`src/rtl/oc_dispatch_ctrl_if.sv`:
```
// Instruction-offer and bank-read-request bundle of the operand-collector
// dispatch controller. The slave side is the dispatch controller; the master
// side is the issue unit plus the bank arbiter that accepts read requests.
interface oc_dispatch_ctrl_if #(
   parameter int NUM_OC   = 4,
   parameter int NUM_WARP = 8,
   parameter int ROW_W    = 3
);
   localparam int OC_W   = $clog2(NUM_OC);
   localparam int WARP_W = $clog2(NUM_WARP);

   // instruction offer from the issue unit
   logic              instr_valid;
   logic              instr_ready;
   logic [31:0]       instr;
   logic [WARP_W-1:0] hw_warp;

   // operand A bank read request
   logic              req_a_valid;
   logic              req_a_ready;
   logic [1:0]        req_a_bank;
   logic [ROW_W-1:0]  req_a_row;

   // operand B bank read request
   logic              req_b_valid;
   logic              req_b_ready;
   logic [1:0]        req_b_bank;
   logic [ROW_W-1:0]  req_b_row;

   // collector that owns the outstanding requests
   logic [OC_W-1:0]   req_ocid;

   modport master (
      output instr_valid, instr, hw_warp, req_a_ready, req_b_ready,
      input  instr_ready, req_a_valid, req_a_bank, req_a_row,
             req_b_valid, req_b_bank, req_b_row, req_ocid
   );

   modport slave (
      input  instr_valid, instr, hw_warp, req_a_ready, req_b_ready,
      output instr_ready, req_a_valid, req_a_bank, req_a_row,
             req_b_valid, req_b_bank, req_b_row, req_ocid
   );
endinterface

```
`src/rtl/oc_dispatch_ctrl.sv`:
```
// Operand-collector dispatch controller for the register-read stage.
// Accepts one decoded instruction at a time, allocates a free collector
// round-robin, maps up to two source registers through a per-warp table into
// bank/row addresses and issues the bank reads on two handshaked ports.
//
//   state | meaning
//   ------+------------------------------------------------------------
//   IDLE  | no requests outstanding; accept an instruction if an OC is free
//   ISSUE | bank reads of the accepted instruction still pending
//
// Operand B is held back while A is pending if both hit the same bank, so a
// single bank never sees two reads from one instruction in the same cycle.
module oc_dispatch_ctrl #(
   parameter int   NUM_OC   = 4,
   parameter int   NUM_WARP = 8,
   parameter int   ROW_W    = 3,
   localparam int  OC_W     = $clog2(NUM_OC),
   localparam int  WARP_W   = $clog2(NUM_WARP),
   localparam int  EW       = ROW_W + 1,
   localparam int  NUM_ENT  = NUM_WARP * 4
) (
   input  logic                clk,
   input  logic                rst,
   oc_dispatch_ctrl_if.slave   bus,
   input  logic                lut_we_i,
   input  logic [WARP_W+1:0]   lut_waddr_i,
   input  logic [EW-1:0]       lut_wdata_i,
   input  logic                oc_release_valid_i,
   input  logic [OC_W-1:0]     oc_release_id_i,
   output logic [NUM_OC-1:0]   oc_busy_o
);

   typedef enum logic {
      IDLE  = 1'b0,
      ISSUE = 1'b1
   } state_t;

   state_t              state_q;
   logic                pend_a_q, pend_b_q;
   logic [1:0]          bank_a_q, bank_b_q;
   logic [ROW_W-1:0]    row_a_q, row_b_q;
   logic [OC_W-1:0]     ocid_q;
   logic [OC_W-1:0]     rr_ptr_q;
   logic [NUM_OC-1:0]   busy_q, busy_d;

   logic [EW-1:0]       lut_q [NUM_ENT];

   logic [2:0]          rs_a, rs_b;
   logic                src_b_en;
   logic [WARP_W+1:0]   idx_a, idx_b;
   logic [EW-1:0]       ent_a, ent_b;
   logic [1:0]          map_bank_a, map_bank_b;
   logic [ROW_W-1:0]    map_row_a, map_row_b;

   logic                alloc_found;
   logic [OC_W-1:0]     alloc_id;
   logic [OC_W-1:0]     alloc_next;

   logic                accept;
   logic                conflict;
   logic                req_b_valid;
   logic                hs_a, hs_b;
   logic                pend_a_n, pend_b_n;

   logic                unused_instr_bits;

   assign rs_a     = bus.instr[23:21];
   assign rs_b     = bus.instr[18:16];
   assign src_b_en = bus.instr[24];
   assign unused_instr_bits = ^{bus.instr[31:25], bus.instr[20:19], bus.instr[15:0]};

   // Table lookup: entry selected by warp and the upper two register bits;
   // the register LSB picks the bank within the pair chosen by the entry.
   assign idx_a      = {bus.hw_warp, rs_a[2:1]};
   assign idx_b      = {bus.hw_warp, rs_b[2:1]};
   assign ent_a      = lut_q[idx_a];
   assign ent_b      = lut_q[idx_b];
   assign map_bank_a = {ent_a[0], rs_a[0]};
   assign map_bank_b = {ent_b[0], rs_b[0]};
   assign map_row_a  = ent_a[EW-1:1];
   assign map_row_b  = ent_b[EW-1:1];

   // Round-robin search for the first free collector at or above rr_ptr.
   // Scanning from the far end lets the nearest free slot win last.
   always_comb begin
      int             idx;
      logic [OC_W-1:0] cand;
      alloc_found = 1'b0;
      alloc_id    = '0;
      idx         = 0;
      cand        = '0;
      for (int k = NUM_OC - 1; k >= 0; k--) begin
         idx  = (int'(rr_ptr_q) + k) % NUM_OC;
         cand = OC_W'(idx);
         if (!busy_q[cand]) begin
            alloc_found = 1'b1;
            alloc_id    = cand;
         end
      end
   end

   assign alloc_next = (int'(alloc_id) == NUM_OC - 1) ? '0 : alloc_id + 1'b1;

   assign bus.instr_ready = (state_q == IDLE) && !(&busy_q);
   assign accept          = bus.instr_valid && bus.instr_ready;

   assign conflict    = pend_b_q && (bank_a_q == bank_b_q);
   assign req_b_valid = pend_b_q && !(conflict && pend_a_q);
   assign hs_a        = pend_a_q && bus.req_a_ready;
   assign hs_b        = req_b_valid && bus.req_b_ready;
   assign pend_a_n    = pend_a_q && !hs_a;
   assign pend_b_n    = pend_b_q && !hs_b;

   // Occupancy next state: releases clear first, then the new allocation sets,
   // so a stray release aimed at the slot being allocated cannot undo it.
   always_comb begin
      busy_d = busy_q;
      if (oc_release_valid_i && (int'(oc_release_id_i) < NUM_OC)) begin
         busy_d[oc_release_id_i] = 1'b0;
      end
      if (accept && alloc_found) begin
         busy_d[alloc_id] = 1'b1;
      end
   end

   // Mapping table; writes land at the edge, so a same-edge lookup sees old data.
   always_ff @(posedge clk or posedge rst) begin
      if (rst) begin
         for (int i = 0; i < NUM_ENT; i++) begin
            lut_q[i] <= EW'(i);
         end
      end else if (lut_we_i) begin
         lut_q[lut_waddr_i] <= lut_wdata_i;
      end
   end

   // Dispatch FSM with registered request fields and occupancy tracking.
   always_ff @(posedge clk or posedge rst) begin
      if (rst) begin
         state_q  <= IDLE;
         pend_a_q <= 1'b0;
         pend_b_q <= 1'b0;
         bank_a_q <= '0;
         bank_b_q <= '0;
         row_a_q  <= '0;
         row_b_q  <= '0;
         ocid_q   <= '0;
         rr_ptr_q <= '0;
         busy_q   <= '0;
      end else begin
         busy_q <= busy_d;
         case (state_q)
            IDLE: begin
               if (accept) begin
                  ocid_q   <= alloc_id;
                  rr_ptr_q <= alloc_next;
                  bank_a_q <= map_bank_a;
                  row_a_q  <= map_row_a;
                  bank_b_q <= map_bank_b;
                  row_b_q  <= map_row_b;
                  pend_a_q <= 1'b1;
                  pend_b_q <= src_b_en;
                  state_q  <= ISSUE;
               end
            end
            ISSUE: begin
               pend_a_q <= pend_a_n;
               pend_b_q <= pend_b_n;
               if (!pend_a_n && !pend_b_n) begin
                  state_q <= IDLE;
               end
            end
            default: state_q <= IDLE;
         endcase
      end
   end

   assign bus.req_a_valid = pend_a_q;
   assign bus.req_a_bank  = bank_a_q;
   assign bus.req_a_row   = row_a_q;
   assign bus.req_b_valid = req_b_valid;
   assign bus.req_b_bank  = bank_b_q;
   assign bus.req_b_row   = row_b_q;
   assign bus.req_ocid    = ocid_q;
   assign oc_busy_o       = busy_q;

endmodule

```
`src/flat_wrapper.sv`:
```
// flat-port wrapper written by rule: the top's interface ports become plain ports
module oc_dispatch_ctrl_flat 
#(
   parameter int   NUM_OC   = 4,
   parameter int   NUM_WARP = 8,
   parameter int   ROW_W    = 3,
   localparam int  OC_W     = $clog2(NUM_OC),
   localparam int  WARP_W   = $clog2(NUM_WARP),
   localparam int  EW       = ROW_W + 1,
   localparam int  NUM_ENT  = NUM_WARP * 4
)
  (clk, rst, lut_we_i, lut_waddr_i, lut_wdata_i, oc_release_valid_i, oc_release_id_i, oc_busy_o, bus_instr_valid, bus_instr, bus_hw_warp, bus_req_a_ready, bus_req_b_ready, bus_instr_ready, bus_req_a_valid, bus_req_a_bank, bus_req_a_row, bus_req_b_valid, bus_req_b_bank, bus_req_b_row, bus_req_ocid);
  oc_dispatch_ctrl_if #(.NUM_OC(NUM_OC), .NUM_WARP(NUM_WARP), .ROW_W(ROW_W)) bus_i ();
  input  logic clk;
  input  logic rst;
  input  logic lut_we_i;
  input  logic [WARP_W+1:0] lut_waddr_i;
  input  logic [EW-1:0] lut_wdata_i;
  input  logic oc_release_valid_i;
  input  logic [OC_W-1:0] oc_release_id_i;
  output logic [NUM_OC-1:0] oc_busy_o;
  input wire logic [$bits(bus_i.instr_valid)-1:0] bus_instr_valid;
  input wire logic [$bits(bus_i.instr)-1:0] bus_instr;
  input wire logic [$bits(bus_i.hw_warp)-1:0] bus_hw_warp;
  input wire logic [$bits(bus_i.req_a_ready)-1:0] bus_req_a_ready;
  input wire logic [$bits(bus_i.req_b_ready)-1:0] bus_req_b_ready;
  output wire logic [$bits(bus_i.instr_ready)-1:0] bus_instr_ready;
  output wire logic [$bits(bus_i.req_a_valid)-1:0] bus_req_a_valid;
  output wire logic [$bits(bus_i.req_a_bank)-1:0] bus_req_a_bank;
  output wire logic [$bits(bus_i.req_a_row)-1:0] bus_req_a_row;
  output wire logic [$bits(bus_i.req_b_valid)-1:0] bus_req_b_valid;
  output wire logic [$bits(bus_i.req_b_bank)-1:0] bus_req_b_bank;
  output wire logic [$bits(bus_i.req_b_row)-1:0] bus_req_b_row;
  output wire logic [$bits(bus_i.req_ocid)-1:0] bus_req_ocid;
  assign bus_i.instr_valid = bus_instr_valid;
  assign bus_i.instr = bus_instr;
  assign bus_i.hw_warp = bus_hw_warp;
  assign bus_i.req_a_ready = bus_req_a_ready;
  assign bus_i.req_b_ready = bus_req_b_ready;
  assign bus_instr_ready = bus_i.instr_ready;
  assign bus_req_a_valid = bus_i.req_a_valid;
  assign bus_req_a_bank = bus_i.req_a_bank;
  assign bus_req_a_row = bus_i.req_a_row;
  assign bus_req_b_valid = bus_i.req_b_valid;
  assign bus_req_b_bank = bus_i.req_b_bank;
  assign bus_req_b_row = bus_i.req_b_row;
  assign bus_req_ocid = bus_i.req_ocid;
  oc_dispatch_ctrl #(.NUM_OC(NUM_OC), .NUM_WARP(NUM_WARP), .ROW_W(ROW_W)) u_core (.clk(clk), .rst(rst), .bus(bus_i), .lut_we_i(lut_we_i), .lut_waddr_i(lut_waddr_i), .lut_wdata_i(lut_wdata_i), .oc_release_valid_i(oc_release_valid_i), .oc_release_id_i(oc_release_id_i), .oc_busy_o(oc_busy_o));
endmodule
```
`config.mk`:
```
export PLATFORM = sky130hd
export DESIGN_NAME = oc_dispatch_ctrl_flat
export DESIGN_NICKNAME = d
export VERILOG_FILES = /design/src/rtl/oc_dispatch_ctrl_if.sv /design/src/rtl/oc_dispatch_ctrl.sv /design/src/flat_wrapper.sv
export SDC_FILE = /design/constraint.sdc
export NUM_CORES = 1
export LEC_CHECK = 0
export ABC_CLOCK_PERIOD_IN_PS = 5250
export BUFFER_PORTS_ARGS = -buffer_cell sky130_fd_sc_hd__buf_2
export CORE_UTILIZATION = 40
export CTS_CLUSTER_SIZE = 30
export DETAILED_ROUTE_END_ITERATION = 10
export PLACE_DENSITY = 0.58
export SLEW_MARGIN = 10
export SYNTH_ARGS = -nofsm -noshare
export SYNTH_HDL_FRONTEND = slang
export SYNTH_SLANG_ARGS = --single-unit
```
`constraint.sdc`:
```
create_clock -name clk -period 5.25 [get_ports clk]
set_input_delay 0.525 -clock clk [delete_from_list [all_inputs] [get_ports clk]]
set_output_delay 0.525 -clock clk [all_outputs]
set_load 0.005 [all_outputs]
```
# After elaboration in Yosys (flattened, before gate mapping)
# Cells that the tools add are included.
# word_totals
reg_bits	149
out_inout_bits	19
# classes
n_addsub	4
n_lt_le_gt_ge	12
eq_ne	3
muxes	39
bitwise	7
reduce_logical	22
# op_table
operator	n
128-bit bitwise mux	1
4-bit binary-select mux with 5-bit select	2
4-bit two-way mux	7
4-bit demux with 5-bit select	1
6-bit >= comparator (second input constant)	3
2-bit by 3-bit < comparator with 1-bit output (second input constant)	6
5-bit inverter with 6-bit output	3
1-bit logical AND	14
1-bit two-way mux	14
2-bit two-way mux	5
1-bit binary-select mux with 2-bit select	4
1-bit zero test	6
6-bit by 1-bit < comparator with 1-bit output (second input constant)	1
1-bit one-hot mux with 2 select lines	3
2-bit by 1-bit adder with 2-bit output (second input constant)	2
2-bit adder (second input constant)	2
4-bit bitwise AND	1
1-bit demux with 2-bit select	2
2-bit by 1-bit >= comparator with 1-bit output (second input constant)	2
4-bit inverter	1
4-bit OR	1
4-bit AND reduction	1
2-bit by 1-bit equality test with 1-bit output (second input constant)	1
2-bit equality test	1
3 further kinds	3

# Logic depth before layout (Yosys ltp)
# depth
ltp_word	13
ltp_mapped	8
mapped_depth_nobuf	8

# Worst setup path before layout
# OpenSTA, ideal clock, no wires.
# synth_timing
path_type	input -> register
from	input port bus_instr[22]
to	register u_core.row_a_q[0] (netlist: u_core.bus.req_a_row[0])
setup_time_ps	104
arrival_ps	1698
path_slack_ps	3449
stages	7
n_path_buf	3
path_cell_list	buf_6 buf_12 buf_12 mux2i_1 a221oi_2 o22ai_1 o41ai_2
# synth_via
elab_chain_cells	4
# synth_rtl
item	line	text
start, declared	flat_wrapper.sv:23	input wire logic [$bits(bus_i.instr)-1:0] bus_instr;
5-bit inverter with 6-bit output (implied by the code)	oc_dispatch_ctrl.sv:76	assign ent_a = lut_q[idx_a];
4-bit binary-select mux with 5-bit select	oc_dispatch_ctrl.sv:76	
4-bit two-way mux (implied by the code) (2 in series)	oc_dispatch_ctrl.sv:76	
end signal, assigned	oc_dispatch_ctrl.sv:158	row_a_q <= map_row_a;
end, declared	oc_dispatch_ctrl.sv:41	logic [ROW_W-1:0] row_a_q, row_b_q;
# No other way between the ends. The select of a mux whose other input is x is not followed.
# A chain may end at the register's enable or synchronous reset.

# Worst setup path in the final report
# layout_timing
from	input port bus_instr[17]
to	register u_core.row_b_q[0] (netlist: u_core.bus.req_b_row[0])
# layout_via
elab_chain_cells	4
# layout_rtl
item	line	text
5-bit inverter with 6-bit output (implied by the code)	oc_dispatch_ctrl.sv:77	assign ent_b = lut_q[idx_b];
4-bit binary-select mux with 5-bit select	oc_dispatch_ctrl.sv:77	
4-bit two-way mux (implied by the code) (2 in series)	oc_dispatch_ctrl.sv:77	
end signal, assigned	oc_dispatch_ctrl.sv:160	row_b_q <= map_row_b;
end, declared	oc_dispatch_ctrl.sv:41	
# No other way between the ends. The select of a mux whose other input is x is not followed.

==> flow_summary.yaml <==
die:
  top_ports: 72
  die_y_um: 146
  floorplan.rows: 52
  die_area_sq_mm: 0.0215
  start_util_pct: 41.0
  core-area_sq_mm: 0.0204
  die_width_um: 146
pwr:
  cellLeakagePower_nw: 4.12
  worst_ir_drop_vdd_v: 0.000232
  powerDensity_mw_per_mm2: 416
  post-layout-total-power_mw: 3.86
synthesis:
  post_synth_main_area_contributors: "dfrtp_1, dfstp_2, mux2i_1"
  seq_area_frac_synth_pct: 45.6
  async_flop_share_pct: 100
  syn-cell-area_sq_mm: 0.00835
  synthesis.yosys.warnings: 0
  synth_top_area_cell: "dfrtp_1"
  synth_area_per_cell_sq_um: 12.3
  postSynth.topFlopCell: "dfrtp_1"
  ys_seq_elements: 149
  synth_enable_flop_cells: 0
  synth_nets: 734
  instance_count_of_the_mapped_netlist: 677
  ys_types: 43
  synth_top_area_share_pct: 25.5
sta:
  worst_slew_margin_rel_pct: 20.3
  post-route-min-period_ps: 2540
  final.setup.tns_ps: 0
  rsz0062_at_grt: "false"
  maxClockFrequency_ghz: 0.394
  clock_skew_ps: 10.4
  worstMarginPinSlew_ps: 1200
  timing_hold_violations_final: 0
  setup-violations-final: 0
  fin_crit_sh_pct: 48.4
  hold_slack_ps: 259
  final-max-slew-violation-count: 0
setup_path:
  crit_required_ps: 5570
  kind_of_start_point_of_the_critical_path: "primary input"
  kind_of_capture_point_of_the_worst_setup_path: "flop"
  setup.worst_path.class: "in -> reg"
  crit_arrival_ps: 2860
  cp_cell_sequence: "buf_4 -> buf_4 -> mux2i_1 -> a22o_1 -> a221oi_2 -> o22ai_1 -> o41ai_2"
  crit_path_max_incr_delay_ps: 640
  critPathMostFrequentCell: "buf_4"
  critical_path.max_fanout: 36
  timing.critical_path.slowest_stage_cell: "buf_4"
cells_and_area:
  area.growth.synth_to_final_pct: 10.9
  number_of_nets_in_the_finished_design: 757
  fill_cells: 1856
  layout_cells_sized_above_1_pct: 39.8
  fin_cells: 983
  n_diodes: 0
grt:
  first_pass_grt_wire_length_um: 33800
  grt_start_max_net_pins: 92
  grt.total_usage_pct: 21.0
  grtUsageMet3_pct: 4.03
  initial_antenna_violation_count: 0
  most_crowded_layer_gr: "met2"
  grtUsageMet2_pct: 33.3
  via_count_of_the_first_global_routing_pass: 5904
  grt_overflow: 0
  globalRouteMet1Util_pct: 28.3
placed_design:
  dp.cells: 951
  io_buffers: 46
  dp_hpwl_um: 13800
  placer_s_final_routability_congestion_estimate: 0.789
hold_path:
  hold_class: "in -> async"
clock_tree:
  cts_repair_resize_count: 0
  cts_tree: "built"
  tritoncts.num_buffers: 17
  cts_sinks: 149
  cts_max_level: 4
  buffers_inserted_during_post_cts_setup_optimization: 0
  holdBufCountCts: 0
  cts_root_buffer: "clkbuf_16"
  cts.clk_slew.worst_paths_ps: 70
  cts.path.max_buffers: 2
  clkLatencyLatePin_ps: 420
route:
  vias_per_cell: 5.77
  final_antenna_net_count: 0
  vias: 5674
  finalWirelength_um: 21600
  firstDrtPassIters: 4
  wire_per_inst_um: 21.9
  drc_errors: 0
  detailedRoute.firstIterationViolations: 353
flow_run:
  drv_cap: 0
status:
  run_status: "complete, no violations"
## state kept, by name (all words and copies together) (netlist names)
| signal | flops |
|---|---|
| u_core.bus.req_b_row | 3 |
| u_core.bus.req_a_valid | 1 |
| u_core.rr_ptr_q | 2 |
| u_core.bus.req_a_row | 3 |
| u_core.state_q | 1 |
| u_core.lut_q | 128 |
| u_core.bus.req_a_bank | 2 |
| u_core.bus.req_b_bank | 2 |
| u_core.pend_b_q | 1 |
| u_core.oc_busy_o | 4 |
| u_core.bus.req_ocid | 2 |
## critical path: cells and delay by family
kind | cells | cell delay (ps)
buffers and inverters | 2 | 1080
AOI/OAI and AO/OA | 4 | 1060
muxes | 1 | 170
## final timing paths
kind,startpoint,endpoint,slack (ps),cells past startpoint
max,bus_instr[17],u_core.bus.req_b_row[0]$_DFFE_PP0P_,2710,7
min,rst,u_core.lut_q[68]$_DFFE_PP0P_,260,2
max reg2reg,u_core.oc_busy_o[0]$_DFF_PP0_,u_core.bus.req_b_row[1]$_DFFE_PP0P_,3200,3
min reg2reg,u_core.bus.req_ocid[0]$_DFFE_PP0P_,u_core.bus.req_ocid[0]$_DFFE_PP0P_,480,1
max in group asynchronous,rst,u_core.lut_q[76]$_DFFE_PP0P_,3660,3
min in group clk,bus_instr[21],u_core.bus.req_a_bank[0]$_DFFE_PP0P_,300,3
## layer usage
layer,vias to the layer above,part of all wire [%]
met5,-,0
met4,0,2.2
met3,34,4.2
met2,137,48
met1,2911,46
li1,2592,-
## cell usage in the layout (no fill, tap or decap), types with 4 or more instances in the layout
| master | count |
|---|---|
| clkbuf_16 | 17 |
| o41ai_2 | 8 |
| a21oi_1 | 17 |
| inv_1 | 4 |
| nor3b_1 | 4 |
| dfrtp_1 | 85 |
| mux2_2 | 112 |
| a22o_1 | 19 |
| buf_2 | 44 |
| dfstp_2 | 64 |
| o22ai_1 | 8 |
| a221oi_1 | 6 |
| nand2_1 | 46 |
| nand3_1 | 4 |
| nor2_1 | 22 |
| a221oi_2 | 10 |
| clkinvlp_4 | 4 |
| ha_1 | 4 |
| nor2b_1 | 5 |
| and2_1 | 4 |
| o21ai_0 | 6 |
| mux2_1 | 16 |
| a22oi_1 | 32 |
| inv_6 | 7 |
| buf_4 | 6 |
| nand3b_1 | 5 |
| mux2i_1 | 128 |
## Yosys cell counts (2+ instances only)
master    count
clkbuf_1     24
nor2_1       24
buf_12        4
nand3_1       4
a22o_1       19
nand3b_1      5
and2_1        4
mux2_2      112
a21oi_1      17
nand2b_1      2
a221oi_2     10
o41ai_2       8
o21ai_0       6
inv_1         5
or2_2         2
nor2b_1       7
buf_2         6
o22ai_1       8
mux2i_1     128
xnor2_1       2
buf_6         4
dfrtp_1      85
mux2_1       16
buf_4         6
ha_1          4
a22oi_1      32
nor3b_1       4
a221oi_1      6
dfstp_2      64
nand2_1      46
## area by class of cell
class / count / area [sq um] / area share [%]
multi-input combinational: 477 / 4240 / 45.7
sequential: 149 / 3810 / 41.1
clock buffer: 17 / 425 / 4.59
tap: 270 / 338 / 3.65
timing repair buffer: 50 / 265 / 2.86
clock inverter: 15 / 168 / 1.81
inverter: 5 / 23.8 / 0.257
## kinds of logic after synthesis
group | after synthesis | share of synthesized area [%]
multiplexers | 256 | 32.6
flip-flops | 149 | 45.6
AO/OA/AOI/OAI | 112 | 11.4
AND/OR/NAND/NOR | 103 | 5.77
buffers and inverters | 51 | 3.81
adder cells (fa/ha/maj) | 4 | 0.599
XOR/XNOR | 2 | 0.210
## per-stage QoR
stage / cell area, sq um / utilization (%) / worst slack [ps]
after global routing: 9260 / 45.5 / 2620
after floorplan: 8350 / - / 823
after global placement: 8670 / 42.6 / 2350
after CTS: 9260 / 45.5 / 2750
final: 9260 / 45.5 / 2710
after detailed placement: 8670 / 42.6 / 2300
## power by group
group          total, mW  internal (mW)  switching [mW]
logic              0.916          0.464           0.452
registers           1.71           1.49           0.219
clock network       1.23          0.711           0.519
(Power assumes the default switching activity.)
